<file path="config.mk">
export PLATFORM = sky130hd
export DESIGN_NAME = line_buffer_3x3
export DESIGN_NICKNAME = d
export VERILOG_FILES = /design/src/rtl/line_buffer_3x3.sv
export SDC_FILE = /design/constraint.sdc
export NUM_CORES = 1
export LEC_CHECK = 0
export CORE_ASPECT_RATIO = 1.2
export CORE_MARGIN = 10
export CORE_UTILIZATION = 63
export CTS_CLUSTER_SIZE = 8
export DETAILED_ROUTE_END_ITERATION = 7
export MAX_ROUTING_LAYER = met4
export PLACE_DENSITY = 0.84
export SYNTH_ARGS = -nofsm -noshare
export SYNTH_HDL_FRONTEND = slang
export SYNTH_SLANG_ARGS = --single-unit
</file>
<file path="constraint.sdc">
create_clock -name clk -period 8.25 [get_ports clk]
set_input_delay 1.2375 -clock clk [delete_from_list [all_inputs] [get_ports clk]]
set_output_delay 1.2375 -clock clk [all_outputs]
set_load 0.01 [all_outputs]
</file>
<file path="src/rtl/line_buffer_3x3.sv">
// Streaming 3x3 window generator: buffers two raster lines and emits every
// fully-inside 3x3 neighbourhood with single-register backpressure.
module line_buffer_3x3 #(
    parameter int IMG_WIDTH  = 16,
    parameter int IMG_HEIGHT = 16,
    parameter int DATA_W     = 8
) (
    input  logic                          clk,
    input  logic                          rst_n,
    input  logic                          in_valid,
    output logic                          in_ready,
    input  logic [DATA_W-1:0]             in_pixel,
    input  logic                          in_sof,
    output logic                          out_valid,
    input  logic                          out_ready,
    output logic [2:0][2:0][DATA_W-1:0]   out_patch,
    output logic                          out_last
);

    localparam int CW = (IMG_WIDTH  > 1) ? $clog2(IMG_WIDTH)  : 1;
    localparam int RW = (IMG_HEIGHT > 1) ? $clog2(IMG_HEIGHT) : 1;
    localparam logic [CW-1:0] COL_MAX = CW'(IMG_WIDTH - 1);
    localparam logic [RW-1:0] ROW_MAX = RW'(IMG_HEIGHT - 1);
    localparam logic [CW-1:0] COL_TWO = CW'(2);
    localparam logic [RW-1:0] ROW_TWO = RW'(2);

    logic [DATA_W-1:0]           lineA_q [IMG_WIDTH];
    logic [DATA_W-1:0]           lineB_q [IMG_WIDTH];

    logic [CW-1:0]               col_q, col_d, colCur;
    logic [RW-1:0]               row_q, row_d, rowCur;
    logic [2:0][2:0][DATA_W-1:0] win_q, win_d;
    logic                        valid_q, valid_d;
    logic                        last_q, last_d;
    logic                        accept;

    assign in_ready  = !valid_q || out_ready;
    assign accept    = in_valid && in_ready;
    assign out_valid = valid_q;
    assign out_last  = last_q;
    assign out_patch = win_q;

    // A start-of-frame beat is placed at (0,0) no matter where the counters are.
    always_comb begin
        colCur  = in_sof ? '0 : col_q;
        rowCur  = in_sof ? '0 : row_q;
        col_d   = col_q;
        row_d   = row_q;
        win_d   = win_q;
        valid_d = valid_q;
        last_d  = last_q;
        if (accept) begin
            if (colCur == COL_MAX) begin
                col_d = '0;
                row_d = (rowCur == ROW_MAX) ? '0 : rowCur + 1'b1;
            end else begin
                col_d = colCur + 1'b1;
                row_d = rowCur;
            end
            for (int r = 0; r < 3; r++) begin
                win_d[r][0] = win_q[r][1];
                win_d[r][1] = win_q[r][2];
            end
            win_d[0][2] = lineA_q[colCur];
            win_d[1][2] = lineB_q[colCur];
            win_d[2][2] = in_pixel;
            valid_d     = (rowCur >= ROW_TWO) && (colCur >= COL_TWO);
            last_d      = (rowCur == ROW_MAX) && (colCur == COL_MAX);
        end else if (out_ready) begin
            valid_d = 1'b0;
        end
    end

    always_ff @(posedge clk or negedge rst_n) begin
        if (!rst_n) begin
            col_q   <= '0;
            row_q   <= '0;
            win_q   <= '0;
            valid_q <= 1'b0;
            last_q  <= 1'b0;
        end else begin
            col_q   <= col_d;
            row_q   <= row_d;
            win_q   <= win_d;
            valid_q <= valid_d;
            last_q  <= last_d;
        end
    end

    // Line memories carry no reset; rows 0 and 1 of every frame overwrite them before use.
    always_ff @(posedge clk) begin
        if (accept) begin
            lineA_q[colCur] <= lineB_q[colCur];
            lineB_q[colCur] <= in_pixel;
        end
    end

endmodule

</file>
==> impl_metrics.env, run 1 <==
export IMPL_synth_top_family_by_area="simple AND/OR/NAND/NOR gates"
export IMPL_p_total_mw=4.55
export IMPL_numCtsBuffers=48
export IMPL_core_mm2=0.0210
export IMPL_finalMaxSlewViolations=0
export IMPL_gr_total_overflow=0
export IMPL_drt_met1_wl_mm=12.8
export IMPL_nNetsFinal=1051
export IMPL_syn_inst=941
export IMPL_detail_route_antenna_nets=0
export IMPL_cpLargestDelayFamily="buffers and inverters"
export IMPL_max_cap_violations=0
export IMPL_synth_compound_area_share_pct=8.65
export IMPL_period_needed_ns=4.66
export IMPL_synth_edf_count=256
export IMPL_max_stage_delay_ns=0.89
export IMPL_holdWs_ns=0.467
export IMPL_grt_usage_pct=26.1
export IMPL_syn_avg_cell_area_um2=14.3
export IMPL_yosysTopAreaCellShare_pct=57.2
export IMPL_min_from="out_patch[54]"
export IMPL_cp_num_buf_inv=4
export IMPL_first_iter_violations=1294
export IMPL_design_area_mm2=0.0159
export IMPL_holdPathStages=2
export IMPL_synth_seq_cells=338
export IMPL_postCtsHoldBufs=0
export IMPL_rows=58
export IMPL_antenna_found_initial=0
export IMPL_tns_ns=0
export IMPL_design_die_area_mm2=0.0276
export IMPL_cts_sinks=338
export IMPL_rr_startpoint="col_q[0]"
export IMPL_slew_headroom_pct=17.6
export IMPL_h_tree_depth=2
export IMPL_placement_cell_area_mm2=0.0145
export IMPL_worstReg2RegEnd="lineA_q[12][7]"
export IMPL_min_path_type="flop to flop"
export IMPL_synth_nets=955
export IMPL_clock_fmax_ghz=0.215
export IMPL_synth_area_mm2=0.0134
export IMPL_clkTransAtPathRegs_ns=0.05
export IMPL_clock_skew_ns=0.0229
export IMPL_ios=88
export IMPL_clock_latency_ns=0.54
export IMPL_portBuffers=87
export IMPL_finalCritPeriodShare_pct=56.5
export IMPL_grt_pass1_wl_mm=54.5
export IMPL_drt_wirelength_per_cell_um=26.8
export IMPL_worst_pin_slew_ns=1.23
export IMPL_drc_errors=0
export IMPL_synthSimpleGateAreaFrac_pct=10.0
export IMPL_vdd_drop_max_mv=0.180
export IMPL_critical_path_class="primary input to flop"
export IMPL_wirelength_mm=35.6
export IMPL_synth_async_reset_ratio_pct=24.3
export IMPL_via_per_inst=6.66
export IMPL_powerDensity_mw_per_mm2=286
export IMPL_p_leak_nw=5.92
export IMPL_reg2reg_depth=5
export IMPL_cp_slowest_cell="clkdlybuf4s50_1"
export IMPL_die_w_um=153
export IMPL_endpoint_kind="flop"
export IMPL_cts_resized_gates=0
export IMPL_synthMuxAreaShare_pct=6.16
export IMPL_die_h_um=180
export IMPL_vias=8866
export IMPL_cts_tree="built"
export IMPL_crit_top_cell="buf_4"
export IMPL_r2r_slack_ns=4.65
export IMPL_rsz0062_at_grt="false"
export IMPL_root_buffer="clkbuf_16"
export IMPL_place_inst=1257
export IMPL_antenna_cells=0
export IMPL_synth_area_leader_cell="edfxtp_1"
export IMPL_yosys_most_used_dff="edfxtp_1"
export IMPL_yosys_top_cells_area="edfxtp_1 (57%), dfrtp_1 (15%), nand2_1 (5.8%)"
export IMPL_min_to="out_patch[54]"
export IMPL_finalSetupViolCount=0
export IMPL_wl_met2_mm=17.4
export IMPL_cp_required_ns=8.48
export IMPL_grt_max_degree=72
export IMPL_highest_layer="met4"
export IMPL_synth_warning_count=0
export IMPL_start_util_pct=64.1
export IMPL_dpl_hpwl_mm=21.6
export IMPL_met3_length_mm=3.73
export IMPL_cts_path_max_buffers=3
export IMPL_cp_max_fo=25
export IMPL_syn2layout_area_growth_pct=18.3
export IMPL_drive_gt1_share_pct=10.4
export IMPL_first_pass_iters=5
export IMPL_synth_fa_ha_area_share_pct=0.0931
export IMPL_post_cts_buffers=0
export IMPL_gp_congestion=0.929
export IMPL_synth_cell_type_count=57
export IMPL_startpoint_type="primary input"
export IMPL_outcome="finished, final reports clean"
export IMPL_crit_chain="clkdlybuf4s50_1, buf_4, nor2b_1, clkinv_1, nor3_2, buf_4"
export IMPL_fin_cells=1332
export IMPL_grt_pass1_vias=8996
export IMPL_seq_area_frac_synth_pct=72.5
export IMPL_hold_viol=0
export IMPL_arrival_ns=4.89
export IMPL_synth_xor_area_share_pct=0
==> through the flow <==
stage	setup slack [ns]	utilization (%)
floorplan	4.19	-
global placement	3.07	69.3
detailed placement	2.99	69.3
CTS	3.47	75.8
global route	3.40	75.8
finish	3.59	75.8
==> per-layer routing <==
| metal | up-vias | global-route usage [%] |
|---|---|---|
| li1 | 3712 | - |
| met1 | 4378 | 31.7 |
| met2 | 638 | 40.6 |
| met3 | 138 | 6.35 |
| met4 | 0 | 12.1 |
| met5 | - | - |
==> layout make-up <==
class                   instances  area (um2)
fillers                      1191        5070
clock inverters                 2        25.0
repair buffers                108        1030
inverters                       6        22.5
flip-flops and latches        338        9740
clock buffers                  73        1340
well taps                     270         338
multi-input cells             535        3410
==> worst max path at each step <==
stage | from | endpoint | slack, ns | cells after the start
global placement | in_sof | lineA_q[1][5] | 3.07 | 6
detailed placement | in_sof | lineB_q[1][7] | 2.99 | 6
floorplan | in_sof | lineA_q[9][0] | 4.19 | 5
global route | in_sof | lineB_q[6][6] | 3.40 | 5
finish | in_sof | lineB_q[14][5] | 3.59 | 6
CTS | in_sof | lineB_q[1][4] | 3.47 | 6
==> Yosys cell counts, types with 2 or more instances <==
library cell / instances
a211o_1: 9
a21oi_1: 30
a221o_1: 6
a221oi_1: 9
a22oi_1: 18
a2bb2oi_1: 4
a311o_1: 14
a31oi_1: 5
a32oi_1: 2
a41oi_1: 11
and2_1: 2
and3_1: 2
buf_1: 4
buf_2: 15
buf_4: 17
buf_6: 2
clkbuf_1: 24
clkinv_1: 2
dfrtp_1: 82
edfxtp_1: 256
inv_1: 4
mux2i_1: 58
mux4_2: 11
nand2_1: 208
nand2b_1: 5
nand3_1: 11
nand3b_1: 4
nand4_1: 2
nor2_1: 36
nor2b_1: 19
nor3_1: 9
nor3b_1: 2
nor4_1: 2
o21ai_0: 21
o221a_2: 7
o221ai_1: 5
o31ai_1: 2
or3_1: 2
==> logic make-up after synthesis <==
| logic type | after synthesis |
|---|---|
| buffers and inverters | 68 |
| adders and majority gates | 1 |
| muxes | 69 |
| and+or+nand+nor | 312 |
| AOI/OAI and AO/OA | 153 |
| DFF | 338 |
==> sequential cells by signal, indices dropped and copies added (netlist names) <==
| signal | count |
|---|---|
| col_q | 4 |
| lineA_q | 128 |
| lineB_q | 128 |
| out_last | 1 |
| out_patch | 72 |
| out_valid | 1 |
| row_q | 4 |
==> power by group <==
part / internal, mW / switching (mW)
clock: 1.10 / 0.667
combinational: 0.262 / 0.418
sequential: 2.01 / 0.0992
total: 3.37 / 1.18
==> worst min-delay path, cell delays in order, from the launching register on <==
cell and delay, ns:
dfrtp_1 0.33, nand2_1 0.05, nand2_1 0.05
==> cell usage in the layout, fill, tap and decap left out, drive strengths merged, types with 4 or more instances in the layout <==
cell type and n:
edfxtp 256, nand2 208, clkdlybuf4s50 86, dfrtp 82, clkbuf 73, mux2i 58
nor2 36, a21oi 30, buf 22, o21ai 21, nor2b 19, a22oi 18
a311o 14, a41oi 12, mux4 11, nand3 11, a221oi 9, a211o 9
nor3 9, o221a 7, a221o 6, nand2b 5, a31oi 5, o221ai 5
nand3b 4, inv 4, a2bb2oi 4, clkinv 4
Power figures use the tool's default switching activity.
==> inputs of run 2 (changes only) <==
- CORE_UTILIZATION: 63 -> 59
- PLACE_DENSITY: 0.84 -> 0.8
- clock period: 8.25 -> 4.8 ns (I/O delays scaled with it)
==> run 2 against run 1 <==
  * Wire length decreased by 7.8%
  * Sequential share of layout area down 0.54 points
  * Cell area grew 0.89%
  * Critical endpoint is now lineA_q[14][7]
  * Clock skew rose by 0.00068 ns
  * Via count decreased by 2.8%
  * Critical path depth fell by 2
  * Non-clock buffer count is 15 higher
  * Global-route usage shrank 2.7 points
  * Clock power grew 73%
  * Count of clock-buffer cells in the layout grew 13
  * Critical path type is now flop to flop
==> impl_metrics.env, run 2 (synthesis results as in run 1) <==
export IMPL_outcome="finished, final reports clean"
export IMPL_syn2layout_area_growth_pct=19.4
export IMPL_post_cts_buffers=0
export IMPL_tns_ns=0
export IMPL_fin_ws_ns=1.55
export IMPL_portBuffers=87
export IMPL_period_needed_ns=3.25
export IMPL_cp_num_buf_inv=1
export IMPL_first_iter_violations=957
export IMPL_cts_path_max_buffers=3
export IMPL_grt_use_met2_pct=36.8
export IMPL_rows=60
export IMPL_ios=88
export IMPL_p_leak_nw=5.99
export IMPL_die_h_um=185
export IMPL_clock_skew_ns=0.0236
export IMPL_startpoint_type="flop"
export IMPL_clock_fmax_ghz=0.308
export IMPL_final_util_pct=71.5
export IMPL_worstReg2RegEnd="lineA_q[14][7]"
export IMPL_worst_pin_slew_ns=1.13
export IMPL_rsz0062_at_grt="false"
export IMPL_clock_latency_ns=0.54
export IMPL_preCtsSetupSlack_ns=1.11
export IMPL_nNetsFinal=1066
export IMPL_drive_gt1_share_pct=11.3
export IMPL_cp_slowest_cell="dfrtp_4"
export IMPL_vias=8616
export IMPL_arrival_ns=3.35
export IMPL_endpoint_kind="flop"
export IMPL_finalSetupViolCount=0
export IMPL_r2r_slack_ns=1.55
export IMPL_grt_util_met3_pct=5.01
export IMPL_first_pass_iters=6
export IMPL_clkTransAtPathRegs_ns=0.05
export IMPL_rr_startpoint="col_q[0]"
export IMPL_postCtsHoldBufs=0
export IMPL_gp_congestion=0.927
export IMPL_layout_common_cells="edfxtp_1 (256), nand2_1 (207), clkdlybuf4s50_1 (86)"
export IMPL_hold_viol=0
export IMPL_reg2reg_depth=4
export IMPL_gr_total_overflow=0
export IMPL_max_stage_delay_ns=0.97
export IMPL_cts_tree="built"
export IMPL_layout_commonest_cell="edfxtp_1"
export IMPL_antenna_found_initial=0
export IMPL_detail_route_antenna_nets=0
export IMPL_start_util_pct=59.9
export IMPL_slew_headroom_pct=24.6
export IMPL_cts_sinks=338
export IMPL_grt_usage_pct=23.4
export IMPL_finalCritPeriodShare_pct=67.7
export IMPL_min_path_type="primary input to asynchronous set/reset pin"
export IMPL_grt_pass1_vias=8520
export IMPL_numCtsBuffers=48
export IMPL_grt_max_degree=72
export IMPL_use_met1_pct=29.1
export IMPL_core_mm2=0.0224
export IMPL_critical_path_class="flop to flop"
export IMPL_cp_required_ns=4.91
export IMPL_drt_wirelength_per_cell_um=24.0
export IMPL_die_w_um=158
export IMPL_root_buffer="clkbuf_16"
export IMPL_via_per_inst=6.30
export IMPL_grt_pass1_wl_mm=50.6
export IMPL_top_usage_layer="met2"
export IMPL_cts_resized_gates=0
export IMPL_max_cap_violations=0
export IMPL_h_tree_depth=2
export IMPL_powerDensity_mw_per_mm2=486
export IMPL_design_die_area_mm2=0.0292
export IMPL_cpLargestDelayFamily="flip-flops"
export IMPL_vdd_drop_max_mv=0.300
export IMPL_cp_max_fo=63
export IMPL_wirelength_mm=32.9
export IMPL_crit_chain="inv_1, a221o_1, a22oi_1, nand3_1"
export IMPL_num_fill_cells=1426
export IMPL_dpl_hpwl_mm=20.6
export IMPL_finalMaxSlewViolations=0
export IMPL_antenna_cells=0
export IMPL_drc_errors=0
-- run 2: worst max path at each step --
stage,start,endpoint,slack (ns),depth (start not counted)
2_1_floorplan,in_sof,lineA_q[9][0],1.26,5
3_3_place_gp,in_sof,lineA_q[5][0],1.21,7
3_5_place_dp,in_sof,lineA_q[7][0],1.11,7
4_1_cts,in_sof,lineA_q[11][0],1.63,7
5_1_grt,col_q[0],lineA_q[12][7],1.33,4
6_report,col_q[0],lineA_q[14][7],1.55,4
-- run 2: layer usage --
layer,up-vias,routed length [um]
met5,-,0
met4,0,1390
met3,105,3560
met2,551,15900
met1,4194,12000
li1,3766,-
-- run 2: worst register-to-register path: stages, from the launching register on --
cell,delay (ns)
dfrtp_4,0.97
inv_1,0.71
a221o_1,0.45
a22oi_1,0.25
nand3_1,0.44
-- run 2: area by class of cell --
cell class | instances | area [um2] | area share [%]
clock buffers | 86 | 1370 | 8.51
clock inverters | 1 | 8.76 | 0.0546
inverters | 6 | 22.5 | 0.140
multi-input cells | 535 | 3400 | 21.2
flip-flops and latches | 338 | 9740 | 60.7
well taps | 279 | 349 | 2.18
repair buffers | 123 | 1150 | 7.18
-- run 2: per-stage QoR --
step | instance area, um2 | hold WS [ns] | power (mW) | instances
2_1_floorplan | 13400 | 0.424 | 4.23 | 941
3_3_place_gp | 14700 | 0.457 | 4.76 | 1281
3_5_place_dp | 14700 | 0.461 | 4.79 | 1281
4_1_cts | 16000 | 0.213 | 7.81 | 1368
5_1_grt | 16000 | 0.236 | 8.08 | 1368
6_report | 16000 | 0.198 | 7.79 | 1368
-- run 2: power by group --
part	switching (mW)	internal (mW)	total, mW
clock network	1.16	1.89	3.05
logic	0.645	0.460	1.10
registers	0.185	3.45	3.64
total	1.98	5.80	7.79
